**src/rtl/bus_pkg.sv**
```systemverilog
`default_nettype none
// ============================================================================
//  Module   : bus_pkg
//  Purpose  : Shared definitions for the bus arbiter slice: arbiter state
//             encoding and the index-width helper used to size owner/last.
//  Ports    : (package - none)
//  Revision : 1.0  initial release
// ============================================================================
package bus_pkg;

    localparam logic [1:0] IDLE  = 2'd0;
    localparam logic [1:0] GRANT = 2'd1;
    localparam logic [1:0] TURN  = 2'd2;

    // Width of an index into n sources; never below one bit so that a
    // single-requester build still has a usable owner port.
    function automatic int idx_width(input int n);
        return (n <= 1) ? 1 : $clog2(n);
    endfunction

endpackage
`default_nettype wire

```
**src/rtl/bus_arbiter_rr_picker.sv**
```systemverilog
`default_nettype none
// ============================================================================
//  Module   : rr_picker
//  Purpose  : Combinational round-robin selector. Searches the request vector
//             starting just after the most recent winner, wrapping at COUNT.
//  Ports    : i_req     [COUNT] request vector
//             i_last    [IW]    index of the previous winner
//             o_winner  [IW]    first requester found after i_last
//             o_any_req         at least one request is present
//  Revision : 1.0  initial release
// ============================================================================
module rr_picker
    import bus_pkg::*;
#(
    parameter int  COUNT = 4,
    localparam int IW    = idx_width(COUNT)
) (
    input  logic [COUNT-1:0] i_req,
    input  logic [IW-1:0]    i_last,
    output logic [IW-1:0]    o_winner,
    output logic             o_any_req
);

    logic [IW-1:0] w_idx;
    logic [IW-1:0] w_winner;
    logic          w_found;

    // k runs 1..COUNT so the previous winner itself is tried last.
    always_comb begin
        w_idx    = '0;
        w_winner = '0;
        w_found  = 1'b0;
        for (int k = 1; k <= COUNT; k++) begin
            w_idx = IW'((int'(i_last) + k) % COUNT);
            if (!w_found && i_req[w_idx]) begin
                w_winner = w_idx;
                w_found  = 1'b1;
            end
        end
    end

    assign o_winner  = w_winner;
    assign o_any_req = w_found;

endmodule
`default_nettype wire

```
**src/rtl/bus_arbiter.sv**
```systemverilog
`default_nettype none
// ============================================================================
//  Module   : bus_arbiter
//  Purpose  : Round-robin sequencer for the shared internal bus. Issues a
//             one-hot enable to one requester at a time, limits hold time to
//             MAX_HOLD cycles (0 = unlimited) and inserts one dead cycle
//             between consecutive owners.
//  Ports    : clk      system clock, rising edge
//             reset    asynchronous active-high reset
//             req      [COUNT] per-requester request, held for the transfer
//             enable   [COUNT] one-hot grant or zero (to bus block enable)
//             owner    [IW]    index of current owner, valid when enable!=0
//             busy             arbiter is not idle
//             timeout          one-cycle pulse when an owner is preempted
//  Revision : 1.0  initial release
// ============================================================================
module bus_arbiter
    import bus_pkg::*;
#(
    parameter int  COUNT    = 4,
    parameter int  MAX_HOLD = 8,
    localparam int IW       = idx_width(COUNT)
) (
    input  logic             clk,
    input  logic             reset,
    input  logic [COUNT-1:0] req,
    output logic [COUNT-1:0] enable,
    output logic [IW-1:0]    owner,
    output logic             busy,
    output logic             timeout
);

    // Counter must represent MAX_HOLD itself; kept one bit wide when unused.
    localparam int            HW         = (MAX_HOLD == 0) ? 1 : $clog2(MAX_HOLD + 1);
    localparam logic [HW-1:0] c_max_hold = HW'(MAX_HOLD);

    logic [1:0]       r_state;
    logic [COUNT-1:0] r_enable;
    logic [IW-1:0]    r_owner;
    logic             r_busy;
    logic             r_timeout;
    logic [HW-1:0]    r_hold_cnt;
    logic [IW-1:0]    r_last;

    logic [1:0]       w_state_nxt;
    logic [COUNT-1:0] w_enable_nxt;
    logic [IW-1:0]    w_owner_nxt;
    logic             w_timeout_nxt;
    logic [HW-1:0]    w_hold_nxt;
    logic [IW-1:0]    w_last_nxt;
    logic [IW-1:0]    w_winner;
    logic             w_any_req;

    rr_picker #(
        .COUNT (COUNT)
    ) u_picker (
        .i_req     (req),
        .i_last    (r_last),
        .o_winner  (w_winner),
        .o_any_req (w_any_req)
    );

    always_ff @(posedge clk or posedge reset) begin
        if (reset) begin
            r_state    <= IDLE;
            r_enable   <= '0;
            r_owner    <= '0;
            r_busy     <= 1'b0;
            r_timeout  <= 1'b0;
            r_hold_cnt <= '0;
            r_last     <= IW'(COUNT - 1);
        end else begin
            r_state    <= w_state_nxt;
            r_enable   <= w_enable_nxt;
            r_owner    <= w_owner_nxt;
            r_busy     <= (w_state_nxt != IDLE);
            r_timeout  <= w_timeout_nxt;
            r_hold_cnt <= w_hold_nxt;
            r_last     <= w_last_nxt;
        end
    end

    always_comb begin
        w_state_nxt   = r_state;
        w_enable_nxt  = r_enable;
        w_owner_nxt   = r_owner;
        w_timeout_nxt = 1'b0;
        w_hold_nxt    = r_hold_cnt;
        w_last_nxt    = r_last;
        case (r_state)
            GRANT: begin
                if (!req[r_owner]) begin
                    w_enable_nxt = '0;
                    w_state_nxt  = TURN;
                end else if ((MAX_HOLD != 0) && (r_hold_cnt == c_max_hold)) begin
                    w_enable_nxt  = '0;
                    w_timeout_nxt = 1'b1;
                    w_state_nxt   = TURN;
                end else if (MAX_HOLD != 0) begin
                    w_hold_nxt = r_hold_cnt + HW'(1);
                end
            end
            default: begin
                // IDLE and TURN both arbitrate; TURN is the dead cycle itself.
                if (w_any_req) begin
                    w_state_nxt  = GRANT;
                    w_enable_nxt = COUNT'(1) << w_winner;
                    w_owner_nxt  = w_winner;
                    w_last_nxt   = w_winner;
                    w_hold_nxt   = HW'(1);
                end else begin
                    w_state_nxt  = IDLE;
                    w_enable_nxt = '0;
                end
            end
        endcase
    end

    assign enable  = r_enable;
    assign owner   = r_owner;
    assign busy    = r_busy;
    assign timeout = r_timeout;

    a_enable_onehot : assert property (@(posedge clk) disable iff (reset)
        $onehot0(enable));
    a_enable_in_grant : assert property (@(posedge clk) disable iff (reset)
        (enable != '0) |-> (r_state == GRANT));
    a_timeout_no_enable : assert property (@(posedge clk) disable iff (reset)
        timeout |-> (enable == '0));

endmodule
`default_nettype wire

```
**config.mk**
```make
export PLATFORM = sky130hd
export DESIGN_NAME = bus_arbiter
export DESIGN_NICKNAME = d
export VERILOG_FILES = /design/src/rtl/bus_pkg.sv /design/src/rtl/bus_arbiter_rr_picker.sv /design/src/rtl/bus_arbiter.sv
export SDC_FILE = /design/constraint.sdc
export NUM_CORES = 1
export LEC_CHECK = 0
export ABC_AREA = 1
export CORE_ASPECT_RATIO = 1.75
export CORE_MARGIN = 2
export CORE_UTILIZATION = 30
export CTS_CLUSTER_DIAMETER = 200
export CTS_CLUSTER_SIZE = 20
export DETAILED_ROUTE_END_ITERATION = 12
export DONT_BUFFER_PORTS = 1
export GPL_TIMING_DRIVEN = 0
export HOLD_SLACK_MARGIN = 0.08
export SLEW_MARGIN = 20
export SYNTH_ARGS = -nofsm -noshare
export SYNTH_HDL_FRONTEND = slang
export SYNTH_HIERARCHICAL = 1
export SYNTH_SLANG_ARGS = --single-unit
```
**constraint.sdc**
```tcl
create_clock -name clk -period 2.4 [get_ports clk]
set_input_delay 0.24 -clock clk [delete_from_list [all_inputs] [get_ports clk]]
set_output_delay 0.24 -clock clk [all_outputs]
set_load 0.005 [all_outputs]
```
==> flow_metrics.py, run 1 <==
metrics = {
    "hold_path": {
        "hold_path_class": "primary input to register",
        "min_to": "r_state[0]",
        "hold_depth": 4,
        "hp-start": "req[0]",
    },
    "drt": {
        "postRouteAntennaNets": 0,
        "via_count": 845,
        "first_pass_iters": 4,
        "routedWlPerCell_um": 11.5,
        "drt_iter0_markers": 16,
        "wl_mm": 2.10,
        "via_per_inst": 4.64,
        "route.detailed.drc": 0,
    },
    "timing": {
        "slew_headroom_pct": 60.3,
        "setup_viol": 0,
        "min_period_ns": 2.02,
        "finalMaxSlewViolations": 0,
        "fin_skew_ns": 0.00602,
        "fin_crit_sh_pct": 84.2,
        "final_hold_viol_count": 0,
        "fmax_mhz": 495,
        "setup_tns_ns": 0,
        "worst_pin_slew_ns": 0.595,
        "hold-worst-slack_ns": 0.364,
        "rsz0062_at_grt": "no",
    },
    "placed_design": {
        "port_buffers": 0,
        "dp_hpwl_mm": 1.74,
        "routabilityCongestion": 0.757,
    },
    "run_status": {
        "status": "finished clean",
    },
    "synth": {
        "syn_nets": 140,
        "ys_warn_count": 6,
        "synth_top_area_share_pct": 33.8,
        "avgSynthCellArea_um2": 7.86,
        "ys_seq_area_share_pct": 38.8,
        "synth_top_area_cell": "dfrtp_1",
        "synth_area_leaders": "dfrtp_1, nand2_1, nand3_1",
        "synth_cells": 132,
        "ys_ff_latch": 16,
        "synth_area_um2": 1040,
        "post_synth_num_cell_types": 26,
    },
    "worst_setup_path": {
        "critPathArrivalTime_ns": 2.15,
        "r2r-start": "r_last[0]",
        "critPathMostFrequentCell": "nand2_1",
        "cp.required_ns": 2.53,
        "cp_slowest_cell": "dfstp_2",
        "setup.worst_path.start_class": "register",
        "r2r_slack_ns": 0.38,
        "ff2ff_path_depth": 11,
        "crit_path_max_fanout": 8,
        "critPathMaxStageDelay_ns": 0.54,
        "r2r-end": "owner[0]",
        "path_class": "register to register",
        "path_cells": "inv_1, nand2_1, nand2_1, nand2_1, nand2_4, nor2_8, nand4_1, nand2_4, inv_1, nand2_1, o21ai_0",
        "end_kind": "register",
    },
    "cells_and_area": {
        "insertedDiodeCount": 0,
        "drive_above_1_share_pct": 20.4,
        "final_nets": 146,
        "area_growth_pct": 11.7,
    },
    "global_routing": {
        "grt-ovfl-total": 0,
        "antenna_found_initial": 0,
        "grt_max_degree": 17,
        "grt_pass1_wl_mm": 3.67,
        "track_usage_pct": 11.8,
        "grt_pass1_vias": 904,
    },
    "clock_network": {
        "clkTransAtPathRegs_ns": 0.07,
        "clk_latency_ns": 0.25,
        "cts.repair.resized": 0,
        "ctsHtreeMaxLevel": 1,
        "cts_tree": "yes",
        "numCtsBuffers": 3,
        "cts_sinks": 16,
        "ctsLongestPathBuffers": 2,
        "post_cts_buffers": 0,
        "hold_buffers": 1,
        "cts_root_buf": "clkbuf_8",
    },
    "power": {
        "ir_drop_mv": 0.689,
        "leakage_nw": 0.594,
        "power.density_nw_per_um2": 1510,
        "finalPower_mw": 1.75,
    },
    "job": {
        "drv_cap": 0,
    },
    "floorplanning": {
        "die-height_um": 81.8,
        "ios": 14,
        "die_w_um": 48.5,
        "die_area_um2": 3960,
        "coreArea_um2": 3330,
        "fp-row-count": 28,
        "initial_core_util_pct": 31.2,
    },
}
layer usage:
metal | vias to the layer above | routed length (um) | GRT usage (%)
li1 | 427 | - | -
met1 | 402 | 802 | 11.2
met2 | 14 | 1200 | 23.8
met3 | 2 | 83 | 3.09
met4 | 0 | 15 | 4.86
met5 | - | 0 | 0
synth_stat cells, drive strengths merged:
cell type / count
nand2: 52
nand3: 22
inv: 18
dfrtp: 14
nor2: 5
a21oi: 3
nand4: 3
o22ai: 3
buf: 2
dfstp: 2
ha: 2
o21ai: 2
and2: 1
o21a: 1
xnor2: 1
xor2: 1
worst max-delay path: cells and delay by family, from the launching register on:
| kind | cells | cell delay, ns |
|---|---|---|
| buf+inv | 2 | 0.24 |
| simple gates | 8 | 1.00 |
| compound gates | 1 | 0.10 |
| flops | 1 | 0.54 |
placed cells by master (no fill, tap or decap), types with 2 or more instances in the layout:
| cell | netlist | routed |
|---|---|---|
| dfstp_2 | 2 | 2 |
| o22ai_1 | 3 | 3 |
| nand2_1 | 42 | 42 |
| clkbuf_8 | 0 | 4 |
| nand2_4 | 5 | 5 |
| nand4_1 | 3 | 3 |
| o21ai_0 | 2 | 2 |
| ha_1 | 2 | 2 |
| nand3_2 | 2 | 2 |
| nand2_2 | 5 | 5 |
| inv_2 | 2 | 2 |
| inv_1 | 16 | 16 |
| nand3_1 | 19 | 19 |
| nor2_1 | 2 | 2 |
| a21oi_1 | 2 | 2 |
| dfrtp_1 | 14 | 14 |
registers in the layout, summed over array words and instances, names as in the netlist:
| register | count |
|---|---|
| r_last | 2 |
| busy | 1 |
| owner | 2 |
| r_hold_cnt | 4 |
| r_state | 2 |
| timeout | 1 |
| enable | 4 |
kinds of logic after synthesis:
kind of cell,count (synthesis),share of synthesized area [%]
adder cells (fa/ha/maj),2,2.41
buffers and inverters,20,8.32
XOR/XNOR,2,1.69
flip-flops,16,38.8
AND/OR/NAND/NOR,83,43.4
AO/OA/AOI/OAI,9,5.31
worst max-delay path by stage:
stage	from	to	slack, ns	cells past startpoint
after floorplan	r_last[0]	owner[1]	0.69	11
after global placement	r_last[0]	owner[1]	0.40	11
after detailed placement	r_last[0]	owner[0]	0.38	11
after CTS	r_last[0]	owner[0]	0.37	11
after global routing	r_last[0]	owner[0]	0.18	11
final	r_last[0]	owner[0]	0.38	11
area by class of cell:
| type | instances | area, um2 |
|---|---|---|
| fillers | 360 | 2170 |
| multi-input cells | 96 | 548 |
| flip-flops and latches | 16 | 403 |
| inverters | 18 | 67.6 |
| well taps | 45 | 56.3 |
| clock buffers | 4 | 55.1 |
| plain buffers | 2 | 18.8 |
| repair buffers | 1 | 10.0 |
power by group:
| part | internal [mW] | switching, mW | leakage, nW |
|---|---|---|---|
| sequential | 0.386 | 0.0988 | 0.198 |
| clock | 0.145 | 0.0900 | 0.0288 |
| combinational | 0.363 | 0.661 | 0.367 |
| total | 0.895 | 0.850 | 0.594 |
metrics by stage:
step | cells | utilization [%] | setup slack, ns | area [um2]
finish | 182 | 34.8 | 0.379 | 1160
global route | 182 | 34.8 | 0.184 | 1160
CTS | 182 | 34.8 | 0.371 | 1160
detailed placement | 177 | 32.9 | 0.382 | 1090
global placement | 177 | 32.9 | 0.398 | 1090
floorplan | 132 | - | 0.687 | 1040
No activity file was read; power rests on OpenSTA's default activity.
==> run 2, diff against run 1 <==
==> constraint.sdc (replaced) <==
create_clock -name clk -period 1.75 [get_ports clk]
set_input_delay 0.175 -clock clk [delete_from_list [all_inputs] [get_ports clk]]
set_output_delay 0.175 -clock clk [all_outputs]
set_load 0.005 [all_outputs]
==> run 2 against run 1 <==
Net effect:
- the flow now finishes with violations (setup timing)
- global-route usage rose by 1.0 points
- sequential power rose by 36%
- via count rose by 13%
- sequential cell count did not move
- register-to-register slack got worse by 0.57 ns
- cell area rose by 26%
- sequential share of layout area fell by 7.1 points
- clock-buffer cell count did not move
- first-iteration DRC count fell by 13%
- non-clock buffer count rose by 15
- critical path type unchanged
- highest routed layer unchanged
==> flow_metrics.py, run 2 (same netlist as run 1, synthesis figures left out) <==
metrics = {
    "worst_setup_path": {
        "setup.worst_path.start_class": "register",
        "critPathArrivalTime_ns": 2.10,
        "cp.required_ns": 1.91,
        "crit_path_max_fanout": 6,
        "path_class": "register to register",
        "end_kind": "register",
    },
    "global_routing": {
        "grt_pass1_wl_mm": 3.99,
        "track_usage_pct": 12.8,
        "grt_max_degree": 17,
        "antenna_found_initial": 0,
        "grt-ovfl-total": 0,
        "grt_pass1_vias": 1003,
    },
    "floorplanning": {
        "die-height_um": 81.8,
        "fp-row-count": 28,
        "die_w_um": 48.5,
        "ios": 14,
        "die_area_um2": 3960,
        "initial_core_util_pct": 31.2,
        "coreArea_um2": 3330,
    },
    "drt": {
        "first_pass_iters": 4,
        "drt_iter0_markers": 14,
        "postRouteAntennaNets": 0,
        "via_count": 951,
        "routedWlPerCell_um": 13.3,
        "route.detailed.drc": 0,
        "wl_mm": 2.62,
        "via_per_inst": 4.83,
    },
    "cells_and_area": {
        "final_core_util_pct": 43.7,
        "stdcell_area_um2": 1460,
        "area_growth_pct": 40.3,
        "final_cell_mix": "nand2_1, nand2_4, dfrtp_1",
        "instances_no_fill": 197,
        "drive_above_1_share_pct": 46.7,
        "final_common_cell": "nand2_1",
        "final_nets": 161,
        "insertedDiodeCount": 0,
    },
    "timing": {
        "slew_headroom_pct": 60.4,
        "min_period_ns": 1.94,
        "rsz0062_at_grt": "yes",
        "fmax_mhz": 516,
        "finalMaxSlewViolations": 0,
        "final_hold_viol_count": 0,
        "fin_crit_sh_pct": 111,
        "setup_ws_ns": -0.187,
        "hold-worst-slack_ns": 0.312,
        "fin_skew_ns": 0.00504,
        "setup_viol": 12,
        "worst_pin_slew_ns": 0.594,
    },
    "placed_design": {
        "routabilityCongestion": 0.757,
        "dp.cells": 177,
        "dpl_cell_area_um2": 1090,
        "port_buffers": 0,
        "dp_hpwl_mm": 1.74,
    },
    "clock_network": {
        "ctsHtreeMaxLevel": 1,
        "cts_root_buf": "clkbuf_8",
        "clkTransAtPathRegs_ns": 0.07,
        "cts_tree": "yes",
        "numCtsBuffers": 3,
        "ctsLongestPathBuffers": 2,
        "cts_sinks": 16,
        "clk_latency_ns": 0.25,
    },
    "power": {
        "finalPower_mw": 3.15,
        "power.density_nw_per_um2": 2160,
        "ir_drop_mv": 1.29,
        "leakage_nw": 0.736,
    },
    "run_status": {
        "violations": "setup timing",
        "status": "finished, violations left",
    },
    "hold_path": {
        "hold_path_class": "primary input to register",
    },
    "job": {
        "drv_cap": 0,
    },
}
[run 2: cell count changes in the layout (fill, tap and decap cells not counted), moves of 2 or more]
cell,delta
buf_6,+2
buf_4,+12
nand3_1,-6
nand2_2,+5
inv_1,-3
nand3_2,+5
nand2_4,+14
nand2_1,-19
[run 2: worst paths after layout]
path / from / end / slack (ns) / depth (start not counted)
worst max register to register: r_last[0] / enable[0] / -0.19 / 12
worst min register to register: r_last[0] / r_last[0] / 0.52 / 2
worst max-delay path: r_last[0] / enable[0] / -0.19 / 12
max in group asynchronous: reset / enable[1] / 0.93 / 2
worst min-delay path: req[0] / r_state[0] / 0.31 / 4
min in group asynchronous: reset / r_hold_cnt[0] / 0.43 / 2
[run 2: stage by stage]
step	worst slack, ns	TNS (ns)
final	-0.187	-1.38
after global routing	-0.288	-2.59
after CTS	-0.105	-0.607
after detailed placement	-0.268	-1.72
after global placement	-0.252	-1.52
after floorplan	0.0369	0
[run 2: final cells by class]
cell class,instances,area [um2]
timing repair buffer,16,139
buffer,2,22.5
sequential,16,403
fill,336,1870
inverter,18,76.3
multi-input combinational,96,703
clock buffer,4,55.1
tap,45,56.3
[run 2: repair_timing]
item | CTS | global route
resized for setup | 16 | 32
hold endpoints to repair | 14 | 0
endpoints found under the setup margin | 9 | 14
hold buffers | 1 | 0
cloned | 0 | 0
setup buffers | 8 | 7
pin swaps | 8 | 16
[run 2: critical path, cell delays in order (launching register included)]
cell and delay [ns]:
dfstp_2 0.59, buf_6 0.16, buf_12 0.12, nand2_4 0.06
nand2_4 0.06, nand2_4 0.06, nand2_4 0.10, nor2_1 0.05
a21oi_1 0.14, nand3_1 0.18, inv_2 0.11, nand2_1 0.05
o22ai_1 0.16
[run 2: layer usage]
metal | up-vias | routed length (um) | global-route usage (%)
li1 | 460 | - | -
met1 | 465 | 906 | 11.6
met2 | 17 | 1580 | 25.4
met3 | 9 | 76 | 3.09
met4 | 0 | 61 | 8.00
met5 | - | 0 | 0
[run 2: report_power, final]
part           total, mW  internal, mW  leakage (nW)  switching [mW]
combinational       2.16         0.902         0.509            1.26
clock              0.327         0.199        0.0288           0.127
sequential         0.661         0.530         0.198           0.132
